[src/rtl/softmax_argmax_reader_if.sv]
// Handshake bundle between the softmax stage, the argmax reader and the
// result consumer. The margin signal exists only when TOP2_MARGIN_EN is defined.
interface softmax_argmax_reader_if #(
    parameter int DATAWIDTH = 11,
    parameter int ROWS      = 10,
    parameter int IDXW      = 4
);
    logic                      in_valid;
    logic                      in_ready;
    logic [ROWS*DATAWIDTH-1:0] in;
    logic                      out_valid;
    logic                      out_ready;
    logic [IDXW-1:0]           class_idx;
    logic [DATAWIDTH-1:0]      class_prob;
    logic                      low_conf;
`ifdef TOP2_MARGIN_EN
    logic [DATAWIDTH-1:0]      margin;
`endif

    // Reader side
    modport slave (
        input  in_valid, in, out_ready,
        output in_ready, out_valid, class_idx, class_prob, low_conf
`ifdef TOP2_MARGIN_EN
        , output margin
`endif
    );

    // Producer/consumer side
    modport master (
        output in_valid, in, out_ready,
        input  in_ready, out_valid, class_idx, class_prob, low_conf
`ifdef TOP2_MARGIN_EN
        , input margin
`endif
    );
endinterface

[src/rtl/softmax_argmax_reader.sv]
// Sequential argmax over a packed softmax probability vector. One row is
// scanned per clock; ties resolve to the lowest index. Optional feature
// TOP2_MARGIN_EN adds best-minus-second-best margin tracking.
module softmax_argmax_reader #(
    parameter int DATAWIDTH = 11,
    parameter int ROWS      = 10,
    parameter int IDXW      = 4,
    parameter int THRESH    = 512
) (
    input  logic                    clk,
    input  logic                    rst_n,
    softmax_argmax_reader_if.slave  bus
);
    typedef enum logic [1:0] {IDLE, SCAN, DONE} state_t;

    localparam logic [IDXW-1:0]      LAST     = IDXW'(ROWS - 1);
    localparam logic [DATAWIDTH-1:0] THRESH_W = DATAWIDTH'(THRESH);

    state_t                    state_q;
    logic [ROWS*DATAWIDTH-1:0] vec_q;
    logic [IDXW-1:0]           cnt_q;
    logic [DATAWIDTH-1:0]      best_val_q, best_val_d;
    logic [IDXW-1:0]           best_idx_q, best_idx_d;
    logic                      out_valid_q;
    logic [IDXW-1:0]           class_idx_q;
    logic [DATAWIDTH-1:0]      class_prob_q;
    logic                      low_conf_q;
`ifdef TOP2_MARGIN_EN
    logic [DATAWIDTH-1:0]      second_val_q, second_val_d;
    logic [DATAWIDTH-1:0]      margin_q;
`endif

    logic [DATAWIDTH-1:0] rows [ROWS];
    logic [DATAWIDTH-1:0] row_cur;
    logic [DATAWIDTH-1:0] in_row0;

    // Unpack captured vector: row 0 is the most significant slice
    for (genvar g = 0; g < ROWS; g++) begin : g_rows
        assign rows[g] = vec_q[(ROWS-1-g)*DATAWIDTH +: DATAWIDTH];
    end

    assign in_row0 = bus.in[ROWS*DATAWIDTH-1 -: DATAWIDTH];

    // Compare the current row against the running best (strictly greater wins)
    always_comb begin
        row_cur    = rows[cnt_q];
        best_val_d = best_val_q;
        best_idx_d = best_idx_q;
`ifdef TOP2_MARGIN_EN
        second_val_d = second_val_q;
`endif
        if (row_cur > best_val_q) begin
            best_val_d = row_cur;
            best_idx_d = cnt_q;
`ifdef TOP2_MARGIN_EN
            second_val_d = best_val_q;
`endif
        end
`ifdef TOP2_MARGIN_EN
        else if (row_cur > second_val_q) begin
            // A row equal to best lands here, giving a zero margin on ties
            second_val_d = row_cur;
        end
`endif
    end

    // Control FSM with registered result outputs
    always_ff @(posedge clk or negedge rst_n) begin
        if (!rst_n) begin
            state_q      <= IDLE;
            vec_q        <= '0;
            cnt_q        <= '0;
            best_val_q   <= '0;
            best_idx_q   <= '0;
            out_valid_q  <= 1'b0;
            class_idx_q  <= '0;
            class_prob_q <= '0;
            low_conf_q   <= 1'b0;
`ifdef TOP2_MARGIN_EN
            second_val_q <= '0;
            margin_q     <= '0;
`endif
        end else begin
            case (state_q)
                IDLE: begin
                    if (bus.in_valid) begin
                        vec_q      <= bus.in;
                        best_val_q <= in_row0;
                        best_idx_q <= '0;
                        cnt_q      <= IDXW'(1);
`ifdef TOP2_MARGIN_EN
                        second_val_q <= '0;
`endif
                        if (ROWS == 1) begin
                            // Single-row vector: the result is known at capture
                            state_q      <= DONE;
                            out_valid_q  <= 1'b1;
                            class_idx_q  <= '0;
                            class_prob_q <= in_row0;
                            low_conf_q   <= (in_row0 < THRESH_W);
`ifdef TOP2_MARGIN_EN
                            margin_q     <= in_row0;
`endif
                        end else begin
                            state_q <= SCAN;
                        end
                    end
                end
                SCAN: begin
                    best_val_q <= best_val_d;
                    best_idx_q <= best_idx_d;
`ifdef TOP2_MARGIN_EN
                    second_val_q <= second_val_d;
`endif
                    if (cnt_q == LAST) begin
                        state_q      <= DONE;
                        out_valid_q  <= 1'b1;
                        class_idx_q  <= best_idx_d;
                        class_prob_q <= best_val_d;
                        low_conf_q   <= (best_val_d < THRESH_W);
`ifdef TOP2_MARGIN_EN
                        margin_q     <= best_val_d - second_val_d;
`endif
                    end else begin
                        cnt_q <= cnt_q + IDXW'(1);
                    end
                end
                DONE: begin
                    if (bus.out_ready) begin
                        state_q     <= IDLE;
                        out_valid_q <= 1'b0;
                    end
                end
                default: state_q <= IDLE;
            endcase
        end
    end

    assign bus.in_ready   = (state_q == IDLE);
    assign bus.out_valid  = out_valid_q;
    assign bus.class_idx  = class_idx_q;
    assign bus.class_prob = class_prob_q;
    assign bus.low_conf   = low_conf_q;
`ifdef TOP2_MARGIN_EN
    assign bus.margin     = margin_q;
`endif
endmodule

[src/flat_wrapper.sv]
// flat-port wrapper written by rule: the top's interface ports become plain ports
module softmax_argmax_reader_flat 
#(
    parameter int DATAWIDTH = 11,
    parameter int ROWS      = 10,
    parameter int IDXW      = 4,
    parameter int THRESH    = 512
)
  (clk, rst_n, bus_in_valid, bus_in, bus_out_ready, bus_in_ready, bus_out_valid, bus_class_idx, bus_class_prob, bus_low_conf);
  softmax_argmax_reader_if #(.DATAWIDTH(DATAWIDTH), .ROWS(ROWS), .IDXW(IDXW)) bus_i ();
  input  logic clk;
  input  logic rst_n;
  input wire logic [$bits(bus_i.in_valid)-1:0] bus_in_valid;
  input wire logic [$bits(bus_i.in)-1:0] bus_in;
  input wire logic [$bits(bus_i.out_ready)-1:0] bus_out_ready;
  output wire logic [$bits(bus_i.in_ready)-1:0] bus_in_ready;
  output wire logic [$bits(bus_i.out_valid)-1:0] bus_out_valid;
  output wire logic [$bits(bus_i.class_idx)-1:0] bus_class_idx;
  output wire logic [$bits(bus_i.class_prob)-1:0] bus_class_prob;
  output wire logic [$bits(bus_i.low_conf)-1:0] bus_low_conf;
  assign bus_i.in_valid = bus_in_valid;
  assign bus_i.in = bus_in;
  assign bus_i.out_ready = bus_out_ready;
  assign bus_in_ready = bus_i.in_ready;
  assign bus_out_valid = bus_i.out_valid;
  assign bus_class_idx = bus_i.class_idx;
  assign bus_class_prob = bus_i.class_prob;
  assign bus_low_conf = bus_i.low_conf;
  softmax_argmax_reader #(.DATAWIDTH(DATAWIDTH), .ROWS(ROWS), .IDXW(IDXW), .THRESH(THRESH)) u_core (.clk(clk), .rst_n(rst_n), .bus(bus_i));
endmodule
[config.mk]
export PLATFORM = sky130hd
export DESIGN_NAME = softmax_argmax_reader_flat
export DESIGN_NICKNAME = d
export VERILOG_FILES = /design/src/rtl/softmax_argmax_reader_if.sv /design/src/rtl/softmax_argmax_reader.sv /design/src/flat_wrapper.sv
export SDC_FILE = /design/constraint.sdc
export NUM_CORES = 1
export LEC_CHECK = 0
export CAP_MARGIN = 10
export CORE_UTILIZATION = 35
export DETAILED_ROUTE_END_ITERATION = 12
export GPL_TIMING_DRIVEN = 0
export SLEW_MARGIN = 40
export SYNTH_ARGS = -nofsm -noshare
export SYNTH_HDL_FRONTEND = slang
export SYNTH_SLANG_ARGS = --single-unit
[constraint.sdc]
create_clock -name clk -period 7.1 [get_ports clk]
set_input_delay 1.065 -clock clk [delete_from_list [all_inputs] [get_ports clk]]
set_output_delay 1.065 -clock clk [all_outputs]
set_load 0.005 [all_outputs]
==> results.toml <==
[run_status]
status = "finished, final reports clean"

[power_and_ir_drop]
switching_share_pct = 39.5
p_clk_share_pct = 21.3
seq_power_share_pct = 31.3
internal_power_mw = 2.81
comb_power_share_pct = 47.4
peakVddDrop_mv = 0.228
power_leakage_nw = 4.47
p_switching_mw = 1.84
p_per_area_mw_per_mm2 = 496

[worst_setup_path]
startpoint_type = "flip-flop"
end_kind = "flip-flop"
r2r_cells = 13
cp-startpoint = "u_core.cnt_q[1]$_DFFE_PN0P_"
timing.rr.start = "u_core.cnt_q[1]$_DFFE_PN0P_"
worstPathArrival_ps = 4340
path_class = "flip-flop to flip-flop"
cp_data_required_time_ps = 7410
worstPathMaxFanout = 10

[place]
port_buffers = 131
place_ws_ps = 3040
placed_cell_area_sq_mm = 0.00872
dpl.hpwl_um = 15000
place_congestion = 0.832

[cells_and_area]
antennaDiodeCount = 0
nFillCells = 1876
drive_gt1_share_pct = 8.88
design_area_sq_mm = 0.00937
fin_nets = 1016
area_delta_synth_final_pct = 33.5
final_core_util_pct = 47.8

[cts]
post_cts_buffers = 0
path_clk_slew_ps = 60
insertion_delay_ps = 430
cts_max_level = 4
numClockSinks = 148
numCtsBuffers = 17
clock_path_buffers = 2
root_buffer = "clkbuf_16"
hold_buffers = 0
post_cts_resized = 0
cts_tree = "built"

[yosys]
synth_top_area_share_pct = 52.8
synth_area_leaders = "dfrtp_1 53%, nand2_1 17%, mux4_2 5.8%"
avgSynthCellArea_sq_um = 9.53
synthTopCellsByCount = "324 x nand2_1, 148 x dfrtp_1, 32 x clkbuf_1"
synth-seq-area-share_pct = 52.8
syn_area_sq_mm = 0.00702
post-synth-top-count-cell = "nand2_1"
synth_fp_nets = 864
synth_largest_area_cell = "dfrtp_1"
synthArstFlopShare_pct = 100
ys_types = 50
synth_edf_count = 0
ys_seq_elements = 148
synthCells = 737
yosysWarnings = 0
synth_top_flop_cell = "dfrtp_1"

[worst_hold_path]
hp-class = "flip-flop to flip-flop"
hp-start = "u_core.rows[39]$_DFFE_PN0P_"
whs_path_depth = 2

[timing]
rsz0062_at_grt = "no"
tightest_slew_ps = 622
setup_ws_ps = 3070
fin_crit_ps = 4030
fin_crit_sh_pct = 56.8
finalHoldViolations = 0
setup_viol = 0
maxSlewViolCount = 0
fmax_ghz = 0.248
skew_ps = 7.61
slew_headroom_pct = 58.1

[drt]
avgViaCountPerCell = 4.98
drtPass1Iterations = 6
drt-total-wl_um = 19800
routedWlPerCell_um = 17.0
ant_nets = 0
drc = 0
num_vias = 5801
drt_iter0_markers = 458

[floorplanning]
initial_utilization_pct = 35.8
die_y_um = 144
fp.dieW_um = 144
die_area_sq_mm = 0.0206
rows = 51
ioPinCount = 132
fp.coreArea_sq_mm = 0.0196

[grt]
grt_pass1_vias = 5734
grt_max_degree = 55
grt_pass1_wl_um = 31000
grt_overflow = 0
antenna_found_initial = 0
grt_usage_pct = 20.5

[flow_run]
maxCapViolCount = 0
## area by class of cell
class / instances / area [sq um] / share of cell area [%]
flip-flops and latches: 148 / 3700 / 39.5
clock buffers: 18 / 439 / 4.69
inverters: 13 / 48.8 / 0.521
repair buffers: 133 / 1370 / 14.6
multi-input cells: 531 / 3050 / 32.6
well taps: 265 / 332 / 3.54
plain buffers: 45 / 215 / 2.30
clock inverters: 13 / 206 / 2.20
## sequential cells by signal (all words and copies together) (netlist names)
signal,cells
u_core.rows,110
u_core.best_val_q,11
u_core.bus.class_prob,11
u_core.best_idx_q,4
u_core.bus.class_idx,4
u_core.cnt_q,4
u_core.state_q,2
u_core.bus.low_conf,1
u_core.bus.out_valid,1
## final timing paths
| kind | end | slack, ps |
|---|---|---|
| worst max-delay path | u_core.best_val_q[9]$_DFFE_PN0P_ | 3070 |
| worst min-delay path | u_core.rows[39]$_DFFE_PN0P_ | 470 |
| worst max register to register | u_core.best_val_q[9]$_DFFE_PN0P_ | 3070 |
| worst min register to register | u_core.rows[39]$_DFFE_PN0P_ | 470 |
| max in group asynchronous | u_core.rows[75]$_DFFE_PN0P_ | 5990 |
| min in group asynchronous | u_core.bus.class_prob[5]$_DFFE_PN0P_ | 530 |
## cells by family (layout without fill, tap and decap cells)
| logic type | after synthesis | count (layout) | synth area share (%) |
|---|---|---|---|
| and+or+nand+nor | 392 | 392 | 23.0 |
| DFF | 148 | 148 | 52.8 |
| AOI/OAI and AO/OA | 86 | 86 | 9.32 |
| buffers and inverters | 58 | 222 | 3.76 |
| muxes | 38 | 38 | 8.63 |
| adders and majority gates | 13 | 13 | 2.32 |
| xor gates and xnor gates | 2 | 2 | 0.250 |
## worst max-delay path, stage by stage, from the launching register on
cell and delay, ps:
dfrtp_1 350, buf_2 190, buf_6 180, buf_2 290
mux4_2 360, a22oi_1 190, o21ai_0 290, ha_1 400
a21oi_2 170, o21ai_2 110, a2111oi_4 650, nor3_2 180
buf_6 190, a221o_1 340
## placed cells by master, fill, tap and decap left out, types with 3 or more instances in the layout
cell,n
nand3b_1,3
a22oi_1,9
bufinv_16,5
ha_1,13
nand2b_1,3
inv_1,13
buf_6,3
a221o_1,8
mux4_2,18
a21oi_2,4
mux2i_1,20
nand2_1,324
a21oi_1,5
and3_1,10
nand4_1,11
a221o_2,3
o21ai_0,18
o311ai_0,8
clkinv_2,3
a21o_1,10
clkbuf_16,17
buf_2,7
clkbuf_1,32
clkdlybuf4s50_1,130
nor2_1,18
nand3_1,8
o31ai_1,3
dfrtp_1,148
o21ai_1,5
## layer usage
metal | track usage [%] | share of wire, %
met1 | 27.4 | 44
met2 | 33.6 | 49
met3 | 4.60 | 5.7
met4 | 5.10 | 1.3
met5 | 0 | 0
## power by group through the flow
| stage | Clock [mW] | Sequential, mW | Combinational (mW) |
|---|---|---|---|
| 4_1_cts | 0.998 | 1.45 | 2.21 |
| 5_1_grt | 1.04 | 1.50 | 2.43 |
| 3_5_place_dp | 0 | 1.46 | 2.20 |
| 6_report | 0.987 | 1.45 | 2.20 |
| 3_3_place_gp | 0 | 1.45 | 2.16 |
| 2_1_floorplan | 0 | 1.40 | 1.54 |
## stage by stage
step / TNS, ps / hold slack [ps] / cells / power (mW)
after floorplan: 0 / 440 / 737 / 2.94
after global placement: -171640 / 453 / 1133 / 3.62
after detailed placement: 0 / 459 / 1135 / 3.66
after CTS: 0 / 474 / 1166 / 4.66
after global routing: 0 / 490 / 1166 / 4.97
final: 0 / 470 / 1166 / 4.64
(Power assumes the default switching activity.)
